===== src/rtl/rz_arbiter.sv =====
// Interrupt request arbiter: edge-captures sources into RZ, masks with RM, and
// holds the lowest-numbered request on irq/ivec until P-M acknowledges it.
// Optional RZ_NMI_EN: source 0 bypasses the mask.
module rz_arbiter #(
  parameter int unsigned N  = 32,
  parameter int unsigned VW = 5
) (
  input  logic          clk,
  input  logic          clm,
  input  logic [N-1:0]  src,
  input  logic          w_rz,
  input  logic          w_rm,
  input  logic [N-1:0]  wdata,
  input  logic          ack,
  output logic          irq,
  output logic [VW-1:0] ivec,
  output logic [N-1:0]  rz,
  output logic [N-1:0]  rm
);

  typedef enum logic [1:0] {
    IDLE = 2'b00,
    REQ  = 2'b01,
    CLR  = 2'b10
  } state_t;

  state_t          r_state;
  logic            r_irq;
  logic [VW-1:0]   r_ivec;
  logic [N-1:0]    r_rz;
  logic [N-1:0]    r_rm;
  logic [N-1:0]    r_src_d;

  logic [N-1:0]    w_set;
  logic [N-1:0]    w_clr;
  logic [N-1:0]    w_eff;
  logic [VW-1:0]   w_pick;
  logic            w_found;

  assign w_set = src & ~r_src_d;
  assign w_clr = (r_state == CLR) ? (N'(1) << r_ivec) : '0;

  always_comb begin
    w_eff = r_rz & r_rm;
`ifdef RZ_NMI_EN
    w_eff[0] = r_rz[0];
`endif
  end

  // Fixed priority: bit 0 wins, so keep only the first hit in ascending order.
  always_comb begin
    w_pick  = '0;
    w_found = 1'b0;
    for (int unsigned i = 0; i < N; i++) begin
      if (!w_found && w_eff[i]) begin
        w_pick  = VW'(i);
        w_found = 1'b1;
      end
    end
  end

  always_ff @(posedge clk or posedge clm) begin
    if (clm) begin
      r_src_d <= '0;
      r_rz    <= '0;
      r_rm    <= '0;
    end else begin
      r_src_d <= src;
      if (w_rz) r_rz <= wdata | w_set;
      else      r_rz <= (r_rz & ~w_clr) | w_set;
      if (w_rm) r_rm <= wdata;
    end
  end

  always_ff @(posedge clk or posedge clm) begin
    if (clm) begin
      r_state <= IDLE;
      r_irq   <= 1'b0;
      r_ivec  <= '0;
    end else begin
      case (r_state)
        IDLE: begin
          if (w_found) begin
            r_ivec  <= w_pick;
            r_irq   <= 1'b1;
            r_state <= REQ;
          end
        end
        REQ: begin
          if (ack) begin
            r_irq   <= 1'b0;
            r_state <= CLR;
          end else if (w_rz && !wdata[r_ivec]) begin
            r_irq   <= 1'b0;
            r_state <= IDLE;
          end
        end
        CLR: r_state <= IDLE;
        default: begin
          r_irq   <= 1'b0;
          r_state <= IDLE;
        end
      endcase
    end
  end

  assign irq  = r_irq;
  assign ivec = r_ivec;
  assign rz   = r_rz;
  assign rm   = r_rm;

endmodule


===== config.mk =====
export PLATFORM = sky130hd
export DESIGN_NAME = rz_arbiter
export DESIGN_NICKNAME = d
export VERILOG_FILES = /design/src/rtl/rz_arbiter.sv
export SDC_FILE = /design/constraint.sdc
export NUM_CORES = 1
export LEC_CHECK = 0
export ABC_AREA = 0
export CORE_MARGIN = 1
export CORE_UTILIZATION = 51
export CTS_CLUSTER_DIAMETER = 200
export DETAILED_ROUTE_END_ITERATION = 10
export PLACE_DENSITY = 0.89
export SYNTH_ARGS = -nofsm -noshare
export SYNTH_HDL_FRONTEND = slang
export SYNTH_SLANG_ARGS = --single-unit
export TNS_END_PERCENT = 100

===== constraint.sdc =====
create_clock -name clk -period 8.1 [get_ports clk]
set_clock_uncertainty 0.15 [all_clocks]
set_input_delay 1.62 -clock clk [delete_from_list [all_inputs] [get_ports clk]]
set_output_delay 1.62 -clock clk [all_outputs]
set_load 0.05 [all_outputs]

======== Word-level counts from Yosys, hierarchy flattened ========
Cells that the tools add are included.
operators by class
  order comparisons ....................... 1
  add/subtract/negate cells ............... 0
  reduce and logical (&&, ||, !) cells .... 68
  divide/modulo/power cells ............... 0
  equal/unequal tests ..................... 4
  mux-type cells .......................... 75
  bitwise gates (word level) .............. 8
  shifts and indexed selects .............. 1
  multiply operators ...................... 0
operators by type and width
  operator              number
  $mux 5                30
  $and 32x32->32        3
  $mux 32               2
  $not 32->32           2
  $or 32x32->32         2
  $mux 1                37
  $logic_and 1x1->1     32
  $logic_not 1->1       32
  $shl 1x5->32 const A  1
  $lt 5x6->1 const B    1
  $mux 2                3
  $bmux 1 s5            1
  $pmux 2 s2            1
  $reduce_and 2->1      2
  $ne 3x3->1 const B    1
  $pmux 1 s3            1
  $reduce_and 3->1      1
  $eq 2x1->1 const B    1
  $eq 2x2->1 const B    1
  $logic_not 2->1       1
  $ne 2x2->1 const B    1
  $not 1->1             1
word-level totals
  word-level logic and storage cells ...... 163
  input bits .............................. 69
  RAM bits ................................ 0
  flip-flop bits (word level) ............. 104
  bits in latches ......................... 0
  memories ................................ 0
  output and inout bits ................... 70
  bits in read-only memories .............. 0

======== Logic depth before layout (Yosys ltp) ========
Gate-level depths: netlist (run 1).
  word-level depth ........................ 97
  gate-level depth with buffers ........... 6

======== Worst setup path after synthesis (run 1) ========
OpenSTA, ideal clock, no wires.
  kind .................................... input to register
  from .................................... input port wdata[15]
  to ...................................... register r_irq, in the netlist irq
  arrival time ............................ 2.631 ns
  stages on the path ...................... 5
  path slack .............................. 5.192 ns
  path buffers ............................ 0
  cell sequence ........................... mux4_2 a311oi_1 o211ai_1 o211ai_1 a2bb2oi_1
between the ends
  longest elaborated chain between the ends .. 6
ends and longest elaborated chain
  item                          line  text
  from (decl)                   13    input logic [N-1:0] wdata,
  $bmux 1 s5                    93    end else if (w_rz && !wdata[r_ivec]) begin
  $mux 1 (not written as such)  93
  $logic_not 1->1               93
  $logic_and 1x1->1             93
  $ne 3x3->1 (no line)          n/a
  $reduce_and 3->1 (no line)    n/a
  to (signal assigned)          91    r_irq <= 1'b0;
  to (signal assigned)          94    r_irq <= 1'b0;
  to (signal assigned)          100   r_irq <= 1'b0;
  to (decl)                     28    logic r_irq;
No other way between the ends. The select of a mux whose other input is x is not followed.
A chain may end at the register's enable or synchronous reset.

======== Final worst setup path (run 1) ========
  from .................................... register r_ivec[1], in the netlist ivec[1]
  to ...................................... output port ivec[1]
RTL lines
  item                    line  text
  from (decl)             29    logic [VW-1:0] r_ivec;
  from (signal assigned)  84    r_ivec <= w_pick;
  to (decl)               16    output logic [VW-1:0] ivec,
No word-level cell between the ends.

==> impl_metrics.yaml, run 1 <==
final_layout:
  final_nets: 604
  fin_cells: 648
  synthToLayoutAreaGrowth_pct: 36.1
  nFillCells: 639
  post-route-util_pct: 71.9
  drive_above_1_share_pct: 12.6
  final_area_mm2: 0.00630
  diodes: 0
setup_path:
  setup.worst_path.start: "ivec[1]"
  r2r_start: "rz[20]"
  cp_max_fo: 14
  r2r_cells: 5
  cp_cell_sequence: "clkdlybuf4s50_1"
  worstSetupPathType: "register to output pin"
  critPathTopFamily: "buffers and inverters"
  cp_slowest_cell: "clkdlybuf4s50_1"
  reg2reg_to: "ivec[0]"
  crit_path_end_kind: "output pin"
  path_depth: 1
  critPathRequiredTime_ps: 6330
  r2r_slack_ps: 5680
  critPathMaxStageDelay_ps: 930
  arrival_ps: 2080
  endpoint: "ivec[1]"
  critPathLaunchType: "register"
  cp_num_buf_inv: 1
status:
  outcome: "finished clean"
floorplanning:
  rows: 34
  ios: 139
  die_area_mm2: 0.00945
  coreArea_mm2: 0.00876
  die_w_um: 97.2
  start_util_pct: 52.8
  die_h_um: 97.2
synthesis:
  synth.distinct_cells: 44
  syn_avg_cell_area_um2: 11.6
  synth-seq-cells: 104
  synthTopCellsByArea: "dfrtp_1 (56%), mux2_2 (7.8%), o21ai_0 (7.1%), nor2b_1 (4.6%), a21oi_1 (3.9%)"
  yosysSeqAreaShare_pct: 56.3
  ys.warnings.count: 0
  syn_area_mm2: 0.00463
  syn-num-nets: 469
  synth_edf_count: 0
  synth_top_cell_by_area: "dfrtp_1"
  synth_ff_type: "dfrtp_1"
  netlist.area_leader.share_pct: 56.3
  async_flop_share_pct: 100
  syn_inst: 400
placement:
  dpl.hpwl_mm: 10.0
  dp_cells: 632
  routabilityCongestion: 0.894
  io_buffer_count: 138
  placed_area_mm2: 0.00609
power:
  power_mw: 1.61
  vdd_ir_drop_max_v: 0.000145
  leakage_nw: 2.47
  powerDensity_mw_per_mm2: 255
clock_network:
  cts.path.max_buffers: 2
  cts_sinks: 104
  cts_hold_buf: 0
  cts_max_level: 3
  cts_buffers: 9
  ctsResizeCount: 0
  cts_tree: "done"
  cts_root_buf: "clkbuf_8"
  clock_latency_ps: 370
  postCtsSetupBuffers: 0
  clkTransAtPathRegs_ps: 100
route:
  firstDrtPassIters: 5
  viasPerCell: 6.35
  vias: 4117
  wirelength_mm: 13.7
  ant_nets: 0
  wl_per_cell_um: 21.2
  drt_iter0_markers: 385
  drc_errors: 0
sta:
  period_needed_ps: 3850
  worst_slew_pin_slew_ps: 1110
  final_max_slew_viol_count: 0
  slew_headroom_pct: 26.2
  rsz0062_at_grt: "false"
  hold_viol: 0
  setup-tns-final_ps: 0
  fin_crit_sh_pct: 47.5
  setup_violations: 0
  max_freq_ghz: 0.260
global_route:
  grt_pass1_wl_mm: 21.8
  grt_overflow: 0
  antenna_found_initial: 0
  first_global_vias: 4154
  grt_max_degree: 67
  grt_usage_pct: 29.7
min_path:
  worstHoldStart: "r_state[1]"
  holdPathStages: 1
  worst_hold_path_type: "register to register"
flow_run:
  maxCapViolCount: 0
## worst min path at each step
| stage | end | slack, ps |
|---|---|---|
| floorplan | r_state[1] | 320 |
| global placement | r_state[1] | 340 |
| detailed placement | r_state[1] | 370 |
| CTS | r_state[1] | 390 |
| global route | r_state[1] | 430 |
| finish | r_state[1] | 410 |
## worst register-to-register path, stage by stage, from the launching register on
cell	delay, ps
dfrtp_1	450
a222oi_1	530
nand4_1	230
or4b_4	610
a211oi_2	240
o32a_2	160
## cell usage after synthesis (all sizes together) (2+ instances only)
cell,instances
a211oi,4
a21oi,36
a22o,9
a22oi,9
a2bb2oi,2
a32oi,6
and2,2
buf,4
clkbuf,12
dfrtp,104
inv,3
mux2,32
mux2i,4
mux4,8
nand2,22
nand2b,4
nand3,4
nand4,3
nor2,7
nor2b,34
o211ai,3
o21ai,66
o22a,2
o32a,2
or2,2
## cells in the final DEF, fill, tap and decap left out, types with 2 or more instances in the layout
cell type / n
clkdlybuf4s50_1: 137
dfrtp_1: 104
o21ai_0: 66
a21oi_1: 36
nor2b_1: 34
mux2_2: 32
nand2_1: 22
a22oi_1: 9
clkbuf_8: 9
a22o_1: 8
mux4_2: 8
nor2_1: 7
a32oi_1: 6
nand3_1: 4
nand2b_1: 4
mux2i_1: 4
nand4_1: 3
a211oi_1: 3
o211ai_1: 3
and2_1: 2
or2_2: 2
o22a_1: 2
a2bb2oi_1: 2
inv_1: 2
clkinvlp_4: 2
inv_6: 2
buf_4: 2
## flip-flops by register name (all words and copies together) (netlist names)
name and cells:
irq 1, ivec 5, r_src_d 32, r_state 2, rm 32, rz 32
## report_power, final
| group | internal (mW) | leakage (nW) | switching [mW] |
|---|---|---|---|
| combinational | 0.240 | 1.17 | 0.347 |
| clock | 0.147 | 0.0982 | 0.185 |
| sequential | 0.578 | 1.20 | 0.108 |
## per-stage QoR
stage	hold slack, ps	setup slack [ps]
2_1_floorplan	318	3600
3_3_place_gp	342	4620
3_5_place_dp	373	4590
4_1_cts	386	4270
5_1_grt	427	4190
6_report	407	4250
## cells by family (layout without fill, tap and decap cells)
| kind of cell | count (synthesis) | in the layout | synth area share [%] |
|---|---|---|---|
| and+or+nand+nor | 84 | 84 | 9.87 |
| muxes | 44 | 44 | 12.6 |
| AOI/OAI and AO/OA | 149 | 149 | 19.8 |
| DFF | 104 | 104 | 56.3 |
| buffers and inverters | 19 | 159 | 1.54 |
## final cells by class
| class | count | area (um2) | share of cell area [%] |
|---|---|---|---|
| clock buffer | 9 | 124 | 1.97 |
| clock inverter | 7 | 78.8 | 1.25 |
| inverter | 3 | 13.8 | 0.219 |
| multi-input combinational | 277 | 1950 | 31.0 |
| sequential | 104 | 2600 | 41.3 |
| tap | 108 | 135 | 2.15 |
| timing repair buffer | 140 | 1390 | 22.1 |
## metal layers
layer | up-vias | GRT usage [%] | routed length, um
li1 | 1768 | - | -
met1 | 2040 | 39.7 | 5360
met2 | 259 | 47.7 | 6750
met3 | 50 | 4.39 | 1110
met4 | 0 | 14.6 | 520
met5 | - | 0 | 0
Power figures use the tool's default switching activity.
==> inputs of run 2 (changes only) <==
Settings changed: CORE_UTILIZATION 51 to 43, PLACE_DENSITY 0.89 to 0.8.
Clock period 8.1 ns to 3.2 ns, I/O delays scaled along.
==> run 2 against run 1 <==
Compared with the run above: clock power rose to 2.7 times the previous value; sequential share of layout area down 0.73 points; register-to-register slack worse by 4900 ps; via count down 2.8%; sequential cell count unchanged; hold slack worse by 34 ps; power rose to 2.6 times the previous value.
==> impl_metrics.yaml, run 2 (synthesis results as in run 1) <==
setup_path:
  cp_slowest_cell: "clkdlybuf4s50_1"
  critPathRequiredTime_ps: 2410
  cp_max_fo: 12
  critPathMaxStageDelay_ps: 910
  crit_path_end_kind: "output pin"
  critPathTopFamily: "buffers and inverters"
  cp_cell_sequence: "clkdlybuf4s50_1"
  cp_num_buf_inv: 1
  worstSetupPathType: "register to output pin"
  critPathLaunchType: "register"
  arrival_ps: 1870
global_route:
  grt_pass1_wl_mm: 21.6
  grt_overflow: 0
  grt_max_degree: 59
  first_global_vias: 4067
  antenna_found_initial: 0
  grt_usage_pct: 25.2
route:
  wl_per_cell_um: 19.9
  ant_nets: 0
  drt_iter0_markers: 318
  viasPerCell: 5.89
  wirelength_mm: 13.5
  firstDrtPassIters: 5
  vias: 4003
  drc_errors: 0
clock_network:
  cts_max_level: 3
  postCtsSetupBuffers: 0
  cts_tree: "done"
  cts.path.max_buffers: 2
  ctsResizeCount: 0
  cts_root_buf: "clkbuf_8"
  cts_sinks: 104
  cts_buffers: 9
  clkTransAtPathRegs_ps: 100
  cts_hold_buf: 0
  clock_latency_ps: 350
placement:
  routabilityCongestion: 0.898
  io_buffer_count: 138
  dpl.hpwl_mm: 10.2
  dp_cells: 666
sta:
  setup-tns-final_ps: 0
  setup_violations: 0
  worst_slew_pin_slew_ps: 553
  final_max_slew_viol_count: 0
  rsz0062_at_grt: "false"
  slew_headroom_pct: 63.0
  hold_viol: 0
  fin_crit_sh_pct: 83.2
  period_needed_ps: 2660
  max_freq_ghz: 0.376
floorplanning:
  ios: 139
  coreArea_mm2: 0.0104
  die_h_um: 106
  die_area_mm2: 0.0112
  start_util_pct: 44.6
  rows: 37
  die_w_um: 106
final_layout:
  final_cell_mix: "clkdlybuf4s50_1 (137), dfrtp_1 (104), o21ai_0 (66)"
  final_nets: 610
  synthToLayoutAreaGrowth_pct: 38.6
  final_common_cell: "clkdlybuf4s50_1"
  nFillCells: 864
  diodes: 0
  drive_above_1_share_pct: 13.1
  fin_cells: 680
status:
  outcome: "finished clean"
power:
  power_mw: 4.13
  vdd_ir_drop_max_v: 0.000384
  powerDensity_mw_per_mm2: 645
  leakage_nw: 2.51
flow_run:
  maxCapViolCount: 0
min_path:
  worst_hold_path_type: "register to register"
==> run 2: path summary, 6_finish.rpt <==
path	start	endpoint	slack (ps)	depth (start not counted)
max reg2reg	rz[20]	ivec[0]	770	5
min in group asynchronous	clm	r_src_d[7]	420	2
max in group asynchronous	clm	rm[7]	1930	3
min	r_state[1]	r_state[1]	370	1
min reg2reg	r_state[1]	r_state[1]	370	1
max	ivec[3]	ivec[3]	540	1
==> run 2: cell type report <==
class / count / area, um2 / share of cell area [%]
Inverter: 3 / 15.0 / 0.234
Timing Repair Buffer: 146 / 1460 / 22.8
Multi-Input combinational cell: 277 / 1950 / 30.5
Sequential cell: 104 / 2600 / 40.6
Clock buffer: 11 / 141 / 2.21
Tap cell: 136 / 170 / 2.65
Clock inverter: 3 / 67.6 / 1.05
==> run 2: per-stage QoR <==
step	setup slack [ps]	hold WS, ps	area [um2]	util [%]
final	538	373	6410	61.8
after global routing	501	414	6410	61.8
after CTS	554	365	6410	61.8
after detailed placement	643	356	6200	59.8
after global placement	691	341	6200	59.8
after floorplan	765	318	4630	-
==> run 2: power breakdown <==
group          leakage, nW  switching, mW  internal, mW  total, mW
clock network        0.101          0.426         0.455      0.881
logic                 1.21          0.970         0.638       1.61
registers             1.20          0.180          1.47       1.65
==> run 2: per-layer routing <==
| layer | global-route usage, % | part of all wire, % | up-vias |
|---|---|---|---|
| li1 | - | - | 1775 |
| met1 | 33.0 | 41 | 2016 |
| met2 | 41.1 | 49 | 188 |
| met3 | 5.26 | 7.5 | 24 |
| met4 | 9.33 | 2.3 | 0 |
| met5 | 0 | 0 | - |
==> inputs of run 3 (changes only) <==
Settings changed: CORE_UTILIZATION 43 to 47, PLACE_DENSITY 0.8 to 0.83.
Clock period 3.2 ns to 2.7 ns, I/O delays scaled along.
==> run 3 against run 2 <==
Compared with the run above: cell area is 0.90% lower; non-clock buffer count is 2 lower; setup slack worse by 410 ps; highest routed layer unchanged; sequential power is 19% higher; largest cell class unchanged; die area is 8.4% lower; hold slack better by 19 ps; cell count is 1.0% lower; clock power is 7.3% higher; sequential cell count stayed put; routed wire length is 2.5% lower.
==> impl_metrics.yaml, run 3 (synthesis results as in run 1) <==
setup_path:
  critPathLaunchType: "register"
  cp_num_buf_inv: 1
  reg2reg_to: "ivec[0]"
  r2r_start: "rm[12]"
  critPathMaxStageDelay_ps: 900
  cp_cell_sequence: "clkdlybuf4s50_1"
  setup.worst_path.start: "ivec[3]"
  cp_slowest_cell: "clkdlybuf4s50_1"
  path_depth: 1
  cp_max_fo: 12
  r2r_slack_ps: 190
  r2r_cells: 5
  crit_path_end_kind: "output pin"
  critPathRequiredTime_ps: 2010
  worstSetupPathType: "register to output pin"
  endpoint: "ivec[3]"
  arrival_ps: 1880
  critPathTopFamily: "buffers and inverters"
power:
  p_comb_share_pct: 39.1
  vdd_ir_drop_max_v: 0.000334
  seq_power_share_pct: 41.2
  pwr-share-clk_pct: 19.8
  leakage_nw: 2.49
  sw_frac_of_total_pct: 40.0
  powerDensity_mw_per_mm2: 752
  p_sw_mw: 1.91
  p_int_mw: 2.86
final_layout:
  final_nets: 608
  synthToLayoutAreaGrowth_pct: 37.3
  drive_above_1_share_pct: 13.2
  post-route-util_pct: 67.8
  fin_cells: 673
  nFillCells: 776
  final_cell_mix: "clkdlybuf4s50_1 (137), dfrtp_1 (104), o21ai_0 (66)"
  diodes: 0
  final_common_cell: "clkdlybuf4s50_1"
  final_area_mm2: 0.00635
route:
  vias: 4014
  drc_errors: 0
  wl_per_cell_um: 19.6
  ant_nets: 0
  drt_iter0_markers: 333
  wirelength_mm: 13.2
  viasPerCell: 5.96
  firstDrtPassIters: 5
clock_network:
  cts.path.max_buffers: 2
  cts_root_buf: "clkbuf_8"
  ctsResizeCount: 0
  cts_hold_buf: 0
  cts_max_level: 3
  cts_sinks: 104
  clock_latency_ps: 370
  postCtsSetupBuffers: 0
  clkTransAtPathRegs_ps: 100
  cts_tree: "done"
  cts_buffers: 9
sta:
  max_freq_ghz: 0.389
  final_max_slew_viol_count: 0
  period_needed_ps: 2570
  fin_crit_sh_pct: 95.1
  rsz0062_at_grt: "false"
  slew_headroom_pct: 52.7
  hold_viol: 0
  setup_violations: 0
  worst_slew_pin_slew_ps: 703
  setup-tns-final_ps: 0
status:
  outcome: "finished clean"
global_route:
  grt_overflow: 0
  first_global_vias: 4003
  grt_max_degree: 105
  grt_usage_pct: 27.1
  grt_pass1_wl_mm: 21.0
  antenna_found_initial: 0
floorplanning:
  start_util_pct: 49.4
  die_w_um: 101
  die_area_mm2: 0.0102
  rows: 35
  ios: 139
  coreArea_mm2: 0.00937
  die_h_um: 101
min_path:
  worst_hold_path_type: "register to register"
  holdPathStages: 1
  worstHoldStart: "r_state[1]"
flow_run:
  maxCapViolCount: 0
placement:
  io_buffer_count: 138
  dp_cells: 657
  placed_area_mm2: 0.00616
  dpl.hpwl_mm: 9.84
  routabilityCongestion: 0.889
-- run 3: cell count changes in the layout (fill, tap and decap cells not counted) --
cell	change
clkbuf_1	-1
inv_6	+3
buf_4	-1
clkinv_2	+1
bufinv_16	-2
inv_8	+1
buf_12	-1
-- run 3: final cells by class --
cell class	instances	area, um2	area share, %
Tap cell	129	161	2.54
Timing Repair Buffer	144	1430	22.6
Multi-Input combinational cell	277	1950	30.7
Sequential cell	104	2600	41.0
Clock buffer	10	138	2.17
Clock inverter	6	50.0	0.788
Inverter	3	15.0	0.236
-- run 3: how the worst min path moves through the flow --
stage | endpoint | slack (ps)
after global placement | r_state[1] | 350
after CTS | r_state[1] | 380
after global routing | r_state[1] | 420
after floorplan | r_state[1] | 320
after detailed placement | r_state[1] | 370
final | r_state[1] | 390
-- run 3: metrics by stage --
| stage | hold WS (ps) | total power [mW] | setup WS (ps) |
|---|---|---|---|
| after floorplan | 318 | 3.14 | 265 |
| after global placement | 346 | 3.82 | 318 |
| after detailed placement | 371 | 3.85 | 297 |
| after CTS | 384 | 4.78 | 146 |
| after global routing | 421 | 4.97 | 64.8 |
| final | 392 | 4.78 | 132 |
-- run 3: layer usage --
layer | track usage, % | vias up | part of all wire, %
li1 | - | 1785 | -
met3 | 4.97 | 21 | 7.7
met1 | 36.6 | 2007 | 41
met4 | 7.69 | 0 | 1.2
met5 | 0 | - | 0
met2 | 45.1 | 201 | 50
-- run 3: power groups by stage --
stage,Combinational (mW),Sequential (mW),Clock (mW)
6_report,1.87,1.97,0.945
5_1_grt,1.96,1.99,1.01
4_1_cts,1.86,1.96,0.957
3_5_place_dp,1.86,1.99,0
3_3_place_gp,1.83,1.98,0
2_1_floorplan,0.723,2.42,0
